<file path="src/rtl/calc_ctrl_fsm.sv">
// rtl/calc_ctrl_fsm.sv - keypad calculator control FSM sequencing operand entry and ALU handshake.
// Optional ALU watchdog enabled by defining CALC_TIMEOUT_EN.
module calc_ctrl_fsm #(
  parameter int DIGITS         = 4,
  parameter int CNT_W          = 4,
  parameter int TIMEOUT_CYCLES = 64
) (
  input  logic             clk,
  input  logic             rst,
  input  logic             digitValid,
  input  logic [3:0]       digitIn,
  input  logic             opRecived,
  input  logic [1:0]       opCode,
  input  logic             eqRecived,
  input  logic             clrRecived,
  input  logic             aluDone,
  input  logic             aluErr,
  output logic [2:0]       salida,
  output logic [CNT_W-1:0] digitCount,
  output logic [1:0]       opLatched,
  output logic             loadA,
  output logic             loadB,
  output logic             aluStart,
  output logic             newOperation,
  output logic             clrRegs,
  output logic             errorFlag
);

  localparam logic [2:0] S_WAIT_NUM1   = 3'd0;
  localparam logic [2:0] S_WAIT_NUM2   = 3'd1;
  localparam logic [2:0] S_CALC        = 3'd2;
  localparam logic [2:0] S_SHOW_RESULT = 3'd3;
  localparam logic [2:0] S_ERROR       = 3'd4;

  if (DIGITS < 1 || DIGITS > 15 || (1 << CNT_W) <= DIGITS || TIMEOUT_CYCLES < 1) begin : g_param_check
    $error("calc_ctrl_fsm: illegal parameter combination");
  end

  logic [2:0]       state_q, state_d;
  logic [CNT_W-1:0] cnt_q, cnt_d;
  logic [1:0]       op_q, op_d;
  logic [1:0]       pend_q, pend_d;
  logic             chain_q, chain_d;
  logic             load_a_q, load_a_d;
  logic             load_b_q, load_b_d;
  logic             alu_start_q, alu_start_d;
  logic             new_op_q, new_op_d;
  logic             clr_regs_q, clr_regs_d;
  logic             error_flag_q, error_flag_d;
  logic             digit_ok;
  logic             digit_room;
  logic             alu_timeout;

`ifdef CALC_TIMEOUT_EN
  localparam int TW = $clog2(TIMEOUT_CYCLES) + 1;
  logic [TW-1:0] tmo_q, tmo_d;

  // Counter restarts on every aluStart and expires after TIMEOUT_CYCLES cycles in CALC.
  always_comb begin
    tmo_d = tmo_q;
    if (alu_start_d) begin
      tmo_d = '0;
    end else if (state_q == S_CALC) begin
      tmo_d = tmo_q + TW'(1);
    end
  end

  assign alu_timeout = (state_q == S_CALC) && (tmo_q == TW'(TIMEOUT_CYCLES - 1));

  always_ff @(posedge clk) begin
    if (rst) begin
      tmo_q <= '0;
    end else begin
      tmo_q <= tmo_d;
    end
  end
`else
  assign alu_timeout = 1'b0;
`endif

  assign digit_ok   = digitValid && (digitIn <= 4'd9);
  assign digit_room = cnt_q < CNT_W'(DIGITS);

  always_comb begin
    state_d     = state_q;
    cnt_d       = cnt_q;
    op_d        = op_q;
    pend_d      = pend_q;
    chain_d     = chain_q;
    load_a_d    = 1'b0;
    load_b_d    = 1'b0;
    alu_start_d = 1'b0;
    new_op_d    = 1'b0;
    clr_regs_d  = 1'b0;

    if (clrRecived) begin
      state_d    = S_WAIT_NUM1;
      clr_regs_d = 1'b1;
      cnt_d      = '0;
      chain_d    = 1'b0;
    end else begin
      case (state_q)
        S_WAIT_NUM1: begin
          if (opRecived) begin
            if (cnt_q != '0) begin
              op_d    = opCode;
              state_d = S_WAIT_NUM2;
              cnt_d   = '0;
            end
          end else if (!eqRecived && digit_ok && digit_room) begin
            load_a_d = 1'b1;
            cnt_d    = cnt_q + CNT_W'(1);
          end
        end
        S_WAIT_NUM2: begin
          if (opRecived) begin
            if (cnt_q == '0) begin
              op_d = opCode;
            end else begin
              alu_start_d = 1'b1;
              state_d     = S_CALC;
              chain_d     = 1'b1;
              pend_d      = opCode;
            end
          end else if (eqRecived) begin
            if (cnt_q != '0) begin
              alu_start_d = 1'b1;
              state_d     = S_CALC;
            end
          end else if (digit_ok && digit_room) begin
            load_b_d = 1'b1;
            cnt_d    = cnt_q + CNT_W'(1);
          end
        end
        S_CALC: begin
          if (aluDone) begin
            if (aluErr) begin
              state_d = S_ERROR;
            end else if (chain_q) begin
              op_d     = pend_q;
              new_op_d = 1'b1;
              cnt_d    = '0;
              chain_d  = 1'b0;
              state_d  = S_WAIT_NUM2;
            end else begin
              state_d = S_SHOW_RESULT;
            end
          end else if (alu_timeout) begin
            state_d = S_ERROR;
          end
        end
        S_SHOW_RESULT: begin
          if (opRecived) begin
            op_d     = opCode;
            new_op_d = 1'b1;
            cnt_d    = '0;
            state_d  = S_WAIT_NUM2;
          end else if (eqRecived) begin
            alu_start_d = 1'b1;
            state_d     = S_CALC;
          end else if (digit_ok) begin
            // A fresh digit after a result starts a new calculation from scratch.
            clr_regs_d = 1'b1;
            load_a_d   = 1'b1;
            cnt_d      = CNT_W'(1);
            state_d    = S_WAIT_NUM1;
          end
        end
        S_ERROR: begin
          state_d = S_ERROR;
        end
        default: begin
          state_d    = S_WAIT_NUM1;
          clr_regs_d = 1'b1;
          cnt_d      = '0;
          chain_d    = 1'b0;
        end
      endcase
    end

    error_flag_d = (state_d == S_ERROR);
  end

  always_ff @(posedge clk) begin
    if (rst) begin
      state_q      <= S_WAIT_NUM1;
      cnt_q        <= '0;
      op_q         <= '0;
      pend_q       <= '0;
      chain_q      <= 1'b0;
      load_a_q     <= 1'b0;
      load_b_q     <= 1'b0;
      alu_start_q  <= 1'b0;
      new_op_q     <= 1'b0;
      clr_regs_q   <= 1'b0;
      error_flag_q <= 1'b0;
    end else begin
      state_q      <= state_d;
      cnt_q        <= cnt_d;
      op_q         <= op_d;
      pend_q       <= pend_d;
      chain_q      <= chain_d;
      load_a_q     <= load_a_d;
      load_b_q     <= load_b_d;
      alu_start_q  <= alu_start_d;
      new_op_q     <= new_op_d;
      clr_regs_q   <= clr_regs_d;
      error_flag_q <= error_flag_d;
    end
  end

  assign salida       = state_q;
  assign digitCount   = cnt_q;
  assign opLatched    = op_q;
  assign loadA        = load_a_q;
  assign loadB        = load_b_q;
  assign aluStart     = alu_start_q;
  assign newOperation = new_op_q;
  assign clrRegs      = clr_regs_q;
  assign errorFlag    = error_flag_q;

endmodule

</file>
<file path="config.mk">
export PLATFORM = sky130hd
export DESIGN_NAME = calc_ctrl_fsm
export DESIGN_NICKNAME = d
export VERILOG_FILES = /design/src/rtl/calc_ctrl_fsm.sv
export SDC_FILE = /design/constraint.sdc
export NUM_CORES = 1
export LEC_CHECK = 0
export ABC_AREA = 1
export CAP_MARGIN = 10
export CORE_ASPECT_RATIO = 0.75
export CORE_MARGIN = 3
export CORE_UTILIZATION = 39
export DETAILED_ROUTE_END_ITERATION = 8
export PLACE_DENSITY_LB_ADDON = 0.1
export SETUP_SLACK_MARGIN = 0.5
export SLEW_MARGIN = 20
export SYNTH_ARGS = -nofsm -noshare
export SYNTH_HDL_FRONTEND = slang
export SYNTH_SLANG_ARGS = --single-unit
</file>
<file path="constraint.sdc">
create_clock -name clk -period 1.9 [get_ports clk]
set_clock_uncertainty 0.1 [all_clocks]
set_input_delay 0.19 -clock clk [delete_from_list [all_inputs] [get_ports clk]]
set_output_delay 0.19 -clock clk [all_outputs]
set_load 0.005 [all_outputs]
</file>
==> impl_metrics.py, run 1 <==
metrics = {
    "drt": {
        "vias": 1223,
        "via_per_inst": 5.36,
        "ant_nets": 0,
        "drtIter0Drc": 53,
        "routed_wirelength_mm": 3.43,
        "drc": 0,
        "wl_per_cell_um": 15.0,
        "drt_first_pass_iters": 4,
    },
    "final_layout": {
        "drive_gt1_share_pct": 45.9,
        "finalNetCount": 212,
        "fill_cells": 191,
        "utilization_pct": 72.3,
        "stdcell_area_sq_um": 1750,
        "fin_cells": 228,
        "syn_to_final_growth_pct": 67.3,
        "diodes": 0,
    },
    "worst_hold_path": {
        "hold_end": "pend_q[1]$_SDFFE_PP0P_",
        "hold_class": "reg2reg",
        "hold_path_startpoint": "pend_q[1]$_SDFFE_PP0P_",
        "hold_depth": 2,
    },
    "placed_design": {
        "numPortBuffers": 27,
        "dp_cells": 207,
        "dpl.hpwl_mm": 2.19,
        "postPlaceCellArea_sq_um": 1370,
        "place_congestion": 0.874,
    },
    "floorplan": {
        "rows": 15,
        "dieArea_sq_um": 3350,
        "die_h_um": 50.9,
        "core-area_sq_um": 2420,
        "fp.dieW_um": 65.8,
        "pin_count": 29,
        "start_util_pct": 43.2,
    },
    "clocking": {
        "cts_buffers": 3,
        "root_buffer": "clkbuf_4",
        "cts_tree": "yes",
        "clockBufferDepth": 2,
        "htree_levels": 1,
        "insertion_delay_ns": 0.29,
        "cts_hold_buffers": 0,
        "cts.reportedPaths.clkPinSlew_ns": 0.10,
        "clock-sinks": 18,
    },
    "global_route": {
        "grt_pass1_wl_mm": 5.33,
        "grt_antenna_before_repair": 0,
        "track_usage_pct": 21.0,
        "globalRouteOverflowTotal": 0,
        "first_global_vias": 1116,
        "grt_max_degree": 10,
    },
    "run_status": {
        "status": "completed",
    },
    "critical_path": {
        "critical_path.cell_chain": "clkdlybuf4s50_1 -> o21ai_2 -> nand3_1 -> nand2_2 -> nand2_4 -> buf_4 -> nor3_2 -> nor2_1",
        "reg2reg_depth": 9,
        "crit_fanout": 4,
        "crit_type": "in2reg",
        "cp-start-kind": "input pin",
        "r2r_start": "salida[1]$_SDFF_PP0_",
        "rrSetupSlack_ns": 0.44,
        "r2r_end": "opLatched[0]$_SDFFE_PP0P_",
        "cp.required_ns": 1.99,
        "cp.buffers_inverters": 2,
        "critPathSlowestCell": "clkdlybuf4s50_1",
        "path_delay_family": "buffers and inverters",
        "worst_path_largest_cell_delay_ns": 0.45,
        "crit_path_end_kind": "flip-flop",
        "critPathArrivalTime_ns": 1.55,
    },
    "yosys": {
        "synth.most_common_cell": "dfxtp_1",
        "ys_types": 32,
        "synth_flop_cell": "dfxtp_1",
        "synth_common_cells": "dfxtp_1, nor2_1, inv_1",
        "synthArstFlopShare_pct": 0,
        "yosysWarnings": 0,
        "synth_seq_cells": 18,
        "synth_area_leader_cell": "dfxtp_1",
        "syn_inst": 144,
        "synth-edff-count": 0,
        "ys_seq_area_share_pct": 34.4,
        "syn_nets": 160,
        "avgSynthCellArea_sq_um": 7.26,
        "yosysTopAreaCellShare_pct": 34.4,
        "netlist_area_sq_um": 1050,
        "yosys-top-cells-area": "dfxtp_1, nor2_1, inv_1, nand2_1, a21oi_1",
    },
    "power_and_ir_drop": {
        "p_leak_uw": 0.000848,
        "pwr_density_cell_nw_per_um2": 430,
        "ir_drop_v": 0.000280,
    },
    "timing": {
        "relSlewSlack_pct": 69.7,
        "min_period_ns": 1.46,
        "max_freq_ghz": 0.686,
        "grt_setup_unrepaired": "yes",
        "setup_viol": 0,
        "slew_viol_final": 0,
        "timing_worst_slew_pin_value_ns": 0.455,
        "tns_ns": 0,
        "hold_viol_final": 0,
        "period_share_pct": 76.8,
    },
    "job": {
        "maxCapViolations": 0,
    },
}
## logic make-up (layout without fill, tap and decap cells)
family	count (synthesis)	count (layout)	synth area share, %
DFF	18	18	34.5
xor gates and xnor gates	1	1	0.837
and+or+nand+nor	67	67	35.3
adders and majority gates	2	2	2.39
buffers and inverters	24	74	9.57
AOI/OAI and AO/OA	32	32	17.5
## worst max path at each step
| stage | endpoint | slack [ns] | start | cells after the start |
|---|---|---|---|---|
| 2_1_floorplan | pend_q[0]$_SDFFE_PP0P_ | 0.49 | digitCount[1]$_SDFFE_PP0P_ | 8 |
| 3_3_place_gp | opLatched[0]$_SDFFE_PP0P_ | 0.06 | opRecived | 8 |
| 3_5_place_dp | digitCount[2]$_SDFFE_PP0P_ | 0.07 | opRecived | 10 |
| 4_1_cts | salida[0]$_SDFF_PP0_ | 0.45 | digitCount[0]$_SDFFE_PP0P_ | 7 |
| 5_1_grt | opLatched[1]$_SDFFE_PP0P_ | 0.35 | salida[0]$_SDFF_PP0_ | 11 |
| 6_report | digitCount[0]$_SDFFE_PP0P_ | 0.44 | digitIn[1] | 8 |
## what timing repair did
| action | 4_1_cts | 5_1_grt |
|---|---|---|
| buffers inserted | 11 | 7 |
| gates resized for setup | 63 | 19 |
| pin swaps | 15 | 8 |
| setup endpoints to repair | 20 | 15 |
## routing by layer
metal | wire (um) | track usage [%] | vias up
met5 | 0 | 0 | -
met4 | 55 | 4.48 | 0
met3 | 266 | 5.05 | 8
met2 | 1550 | 32.6 | 64
met1 | 1550 | 29.3 | 569
li1 | - | - | 582
## stage by stage
stage / power, uW / hold slack [ns] / worst slack, ns
3_5_place_dp: 538 / 0.344 / 0.0712
2_1_floorplan: 478 / 0.159 / 0.487
3_3_place_gp: 537 / 0.336 / 0.0554
6_report: 753 / 0.381 / 0.442
5_1_grt: 800 / 0.406 / 0.347
4_1_cts: 745 / 0.359 / 0.449
## worst min-delay path, delay by kind of cell, from the launching register on
kind / cells / cell delay (ns)
flip-flops: 1 / 0.32
buffers and inverters: 1 / 0.07
AO/OA/AOI/OAI: 1 / 0.06
## final cells by class
type | instances | area (sq um) | area share [%]
Multi-Input combinational cell | 102 | 774 | 44.2
Timing Repair Buffer | 48 | 434 | 24.8
Sequential cell | 18 | 383 | 21.9
Inverter | 23 | 93.8 | 5.36
Tap cell | 34 | 42.5 | 2.43
Clock buffer | 3 | 22.5 | 1.29
## report_power, final
group | internal [uW] | total (uW) | switching (uW)
combinational | 86.7 | 191 | 104
clock | 73.7 | 179 | 105
sequential | 379 | 383 | 4.59
total | 539 | 753 | 214
## sequential cells by signal (all words and copies together) (netlist names)
signal and count:
loadB 1, pend_q 2, loadA 1, clrRegs 1, opLatched 2, digitCount 4
salida 3, newOperation 1, aluStart 1, chain_q 1, errorFlag 1
## cells in the final DEF (no fill, tap or decap), types with 3 or more instances in the layout
master           count
nand3_4              4
dfxtp_4              4
dfxtp_2              6
clkbuf_4             3
nand2_1              7
nand2_2             11
o21ai_1              6
nor3_1               4
inv_4                3
inv_1               12
nor2_4               8
inv_2                8
clkdlybuf4s50_1     11
dlymetal6s2s_1       5
nor2_1              14
dlygate4sd2_1       11
o21ai_2              5
o21ai_0              5
nand2_4              4
dfxtp_1              8
buf_4               19
a21oi_1              9
nand3_1              3
Note: power is estimated with default switching activity, not from simulation.
==> run 2: changes to the inputs <==
Clock period 1.9 ns to 1.4 ns, I/O delays scaled along.
==> impl_metrics.py, run 2 (same netlist as run 1, synthesis figures left out) <==
metrics = {
    "run_status": {
        "status": "finished with violations",
        "violations": "setup timing",
    },
    "job": {
        "maxCapViolations": 0,
    },
    "global_route": {
        "globalRouteOverflowTotal": 0,
        "grt_max_degree": 11,
        "grt_pass1_wl_mm": 5.85,
        "grt_antenna_before_repair": 0,
        "first_global_vias": 1266,
        "track_usage_pct": 23.0,
    },
    "critical_path": {
        "crit_top_cell": "nor2_1",
        "rrSetupSlack_ns": -0.16,
        "r2r_start": "salida[1]$_SDFF_PP0_",
        "crit_fanout": 7,
        "path_delay_family": "simple AND/OR/NAND/NOR gates",
        "cp-start-kind": "flip-flop",
        "crit_type": "reg2reg",
        "critPathSlowestCell": "dfxtp_4",
        "reg2reg_depth": 8,
        "critPathArrivalTime_ns": 1.66,
        "r2r_end": "opLatched[0]$_SDFFE_PP0P_",
        "cp.required_ns": 1.50,
        "critical_path_cell_count": 8,
        "crit_path_end_kind": "flip-flop",
        "critical_path.cell_chain": "inv_2 -> nand3_2 -> o21ai_2 -> nor2_1 -> nand2_1 -> inv_2 -> nor2_1 -> nor2_1",
        "worst_path_largest_cell_delay_ns": 0.39,
        "cp.buffers_inverters": 2,
    },
    "floorplan": {
        "rows": 15,
        "dieArea_sq_um": 3350,
        "start_util_pct": 43.2,
        "die_h_um": 50.9,
        "fp.dieW_um": 65.8,
        "pin_count": 29,
        "core-area_sq_um": 2420,
    },
    "timing": {
        "setup_viol": 9,
        "fin_ws_ns": -0.162,
        "max_freq_ghz": 0.640,
        "min_period_ns": 1.56,
        "grt_setup_unrepaired": "yes",
        "tns_ns": -0.654,
        "slew_viol_final": 0,
        "period_share_pct": 112,
        "relSlewSlack_pct": 82.1,
        "timing_worst_slew_pin_value_ns": 0.266,
        "hold_viol_final": 0,
    },
    "power_and_ir_drop": {
        "sequentialPowerShare_pct": 45.8,
        "p_int_uw": 814,
        "power_uw": 1140,
        "p_leak_uw": 0.000883,
        "clkPwrFrac_pct": 28.8,
        "power.switching_uw": 330,
        "ir_drop_v": 0.000428,
        "p_sw_share_pct": 28.9,
        "pwr_density_cell_nw_per_um2": 596,
        "comb_power_share_pct": 25.4,
    },
    "clocking": {
        "cts.reportedPaths.clkPinSlew_ns": 0.11,
        "insertion_delay_ns": 0.30,
        "htree_levels": 1,
        "clockBufferDepth": 2,
        "clock-sinks": 18,
        "cts_hold_buffers": 0,
        "cts_buffers": 3,
        "cts_tree": "yes",
        "root_buffer": "clkbuf_4",
    },
    "drt": {
        "wl_per_cell_um": 15.9,
        "drtIter0Drc": 80,
        "routed_wirelength_mm": 3.99,
        "vias": 1367,
        "drt_first_pass_iters": 4,
        "via_per_inst": 5.47,
        "drc": 0,
        "ant_nets": 0,
    },
    "worst_hold_path": {
        "hold_end": "pend_q[0]$_SDFFE_PP0P_",
        "hold_class": "reg2reg",
        "hold_depth": 2,
        "hold_path_startpoint": "pend_q[0]$_SDFFE_PP0P_",
    },
    "final_layout": {
        "layout_commonest_cell": "buf_4",
        "largest_reg_flops": 4,
        "diodes": 0,
        "fill_cells": 143,
        "layout_common_cells": "buf_4, buf_6, inv_1",
        "stdcell_area_sq_um": 1920,
        "syn_to_final_growth_pct": 83.6,
        "drive_gt1_share_pct": 59.7,
        "finalNetCount": 233,
    },
    "placed_design": {
        "postPlaceCellArea_sq_um": 1590,
        "dpl.hpwl_mm": 2.36,
        "place_congestion": 0.886,
        "numPortBuffers": 27,
    },
}
-- run 2: changes by cell type in the layout (fill, tap and decap cells not counted), moves of 3 or more --
cell | previous run | this run
nand3_4 | 4 | 0
buf_6 | 2 | 20
dlymetal6s2s_1 | 5 | 0
nand3_2 | 2 | 5
buf_4 | 19 | 28
dlygate4sd2_1 | 11 | 0
buf_2 | 0 | 8
-- run 2: routing by layer --
layer	GRT usage (%)	routed length (um)
met3	5.49	469
met5	0	0
met2	36.9	1800
met1	30.2	1640
met4	7.93	74
-- run 2: worst max path at each step --
stage                                          start                         end  slack [ns]
after floorplan           digitCount[0]$_SDFFE_PP0P_   opLatched[0]$_SDFFE_PP0P_        0.10
after global placement                     opRecived  digitCount[0]$_SDFFE_PP0P_       -0.25
after detailed placement                  digitIn[1]  digitCount[2]$_SDFFE_PP0P_       -0.29
after CTS                 digitCount[2]$_SDFFE_PP0P_  digitCount[0]$_SDFFE_PP0P_      -0.007
after global routing            salida[1]$_SDFF_PP0_   opLatched[0]$_SDFFE_PP0P_       -0.19
final                           salida[1]$_SDFF_PP0_   opLatched[0]$_SDFFE_PP0P_       -0.16
-- run 2: power groups by stage --
stage / combinational, uW / clock [uW] / sequential (uW)
final: 291 / 330 / 524
after global routing: 312 / 363 / 525
after CTS: 255 / 337 / 524
after floorplan: 123 / 0 / 538
after global placement: 228 / 0 / 537
after detailed placement: 232 / 0 / 538
-- run 2: final cells by class --
cell class | count | area [sq um] | area share, %
Tap cell | 34 | 42.5 | 2.21
Timing Repair Buffer | 69 | 601 | 31.3
Inverter | 23 | 93.8 | 4.89
Multi-Input combinational cell | 102 | 766 | 39.9
Sequential cell | 18 | 382 | 19.9
Clock buffer | 4 | 36.3 | 1.89
-- run 2: repair_timing --
| action | CTS | global route |
|---|---|---|
| pin swaps | 13 | 12 |
| cloned | 0 | 0 |
| gates resized for setup | 91 | 26 |
| buffers inserted | 14 | 5 |
| setup endpoints to repair | 33 | 33 |
-- run 2: worst reg2reg max path, cell delays in order (launching register included) --
cell     delay (ns)
dfxtp_4        0.39
inv_2          0.08
nand3_2        0.21
o21ai_2        0.26
nor2_1         0.10
nand2_1        0.14
inv_2          0.05
nor2_1         0.08
nor2_1         0.05
-- run 2: per-stage QoR --
stage / instances / setup WS [ns] / utilization [%] / hold WS (ns)
final: 250 / -0.162 / 79.3 / 0.360
after detailed placement: 227 / -0.289 / 65.5 / 0.341
after global routing: 250 / -0.188 / 79.3 / 0.402
after CTS: 245 / -0.00746 / 73.7 / 0.356
after floorplan: 144 / 0.100 / - / 0.109
after global placement: 227 / -0.254 / 65.5 / 0.336
==> run 3: changes to the inputs <==
Settings changed: SLEW_MARGIN 20 to 40.
==> results of run 3 <==
Same layout as run 2: the final DEF is identical, and so are final timing and power.
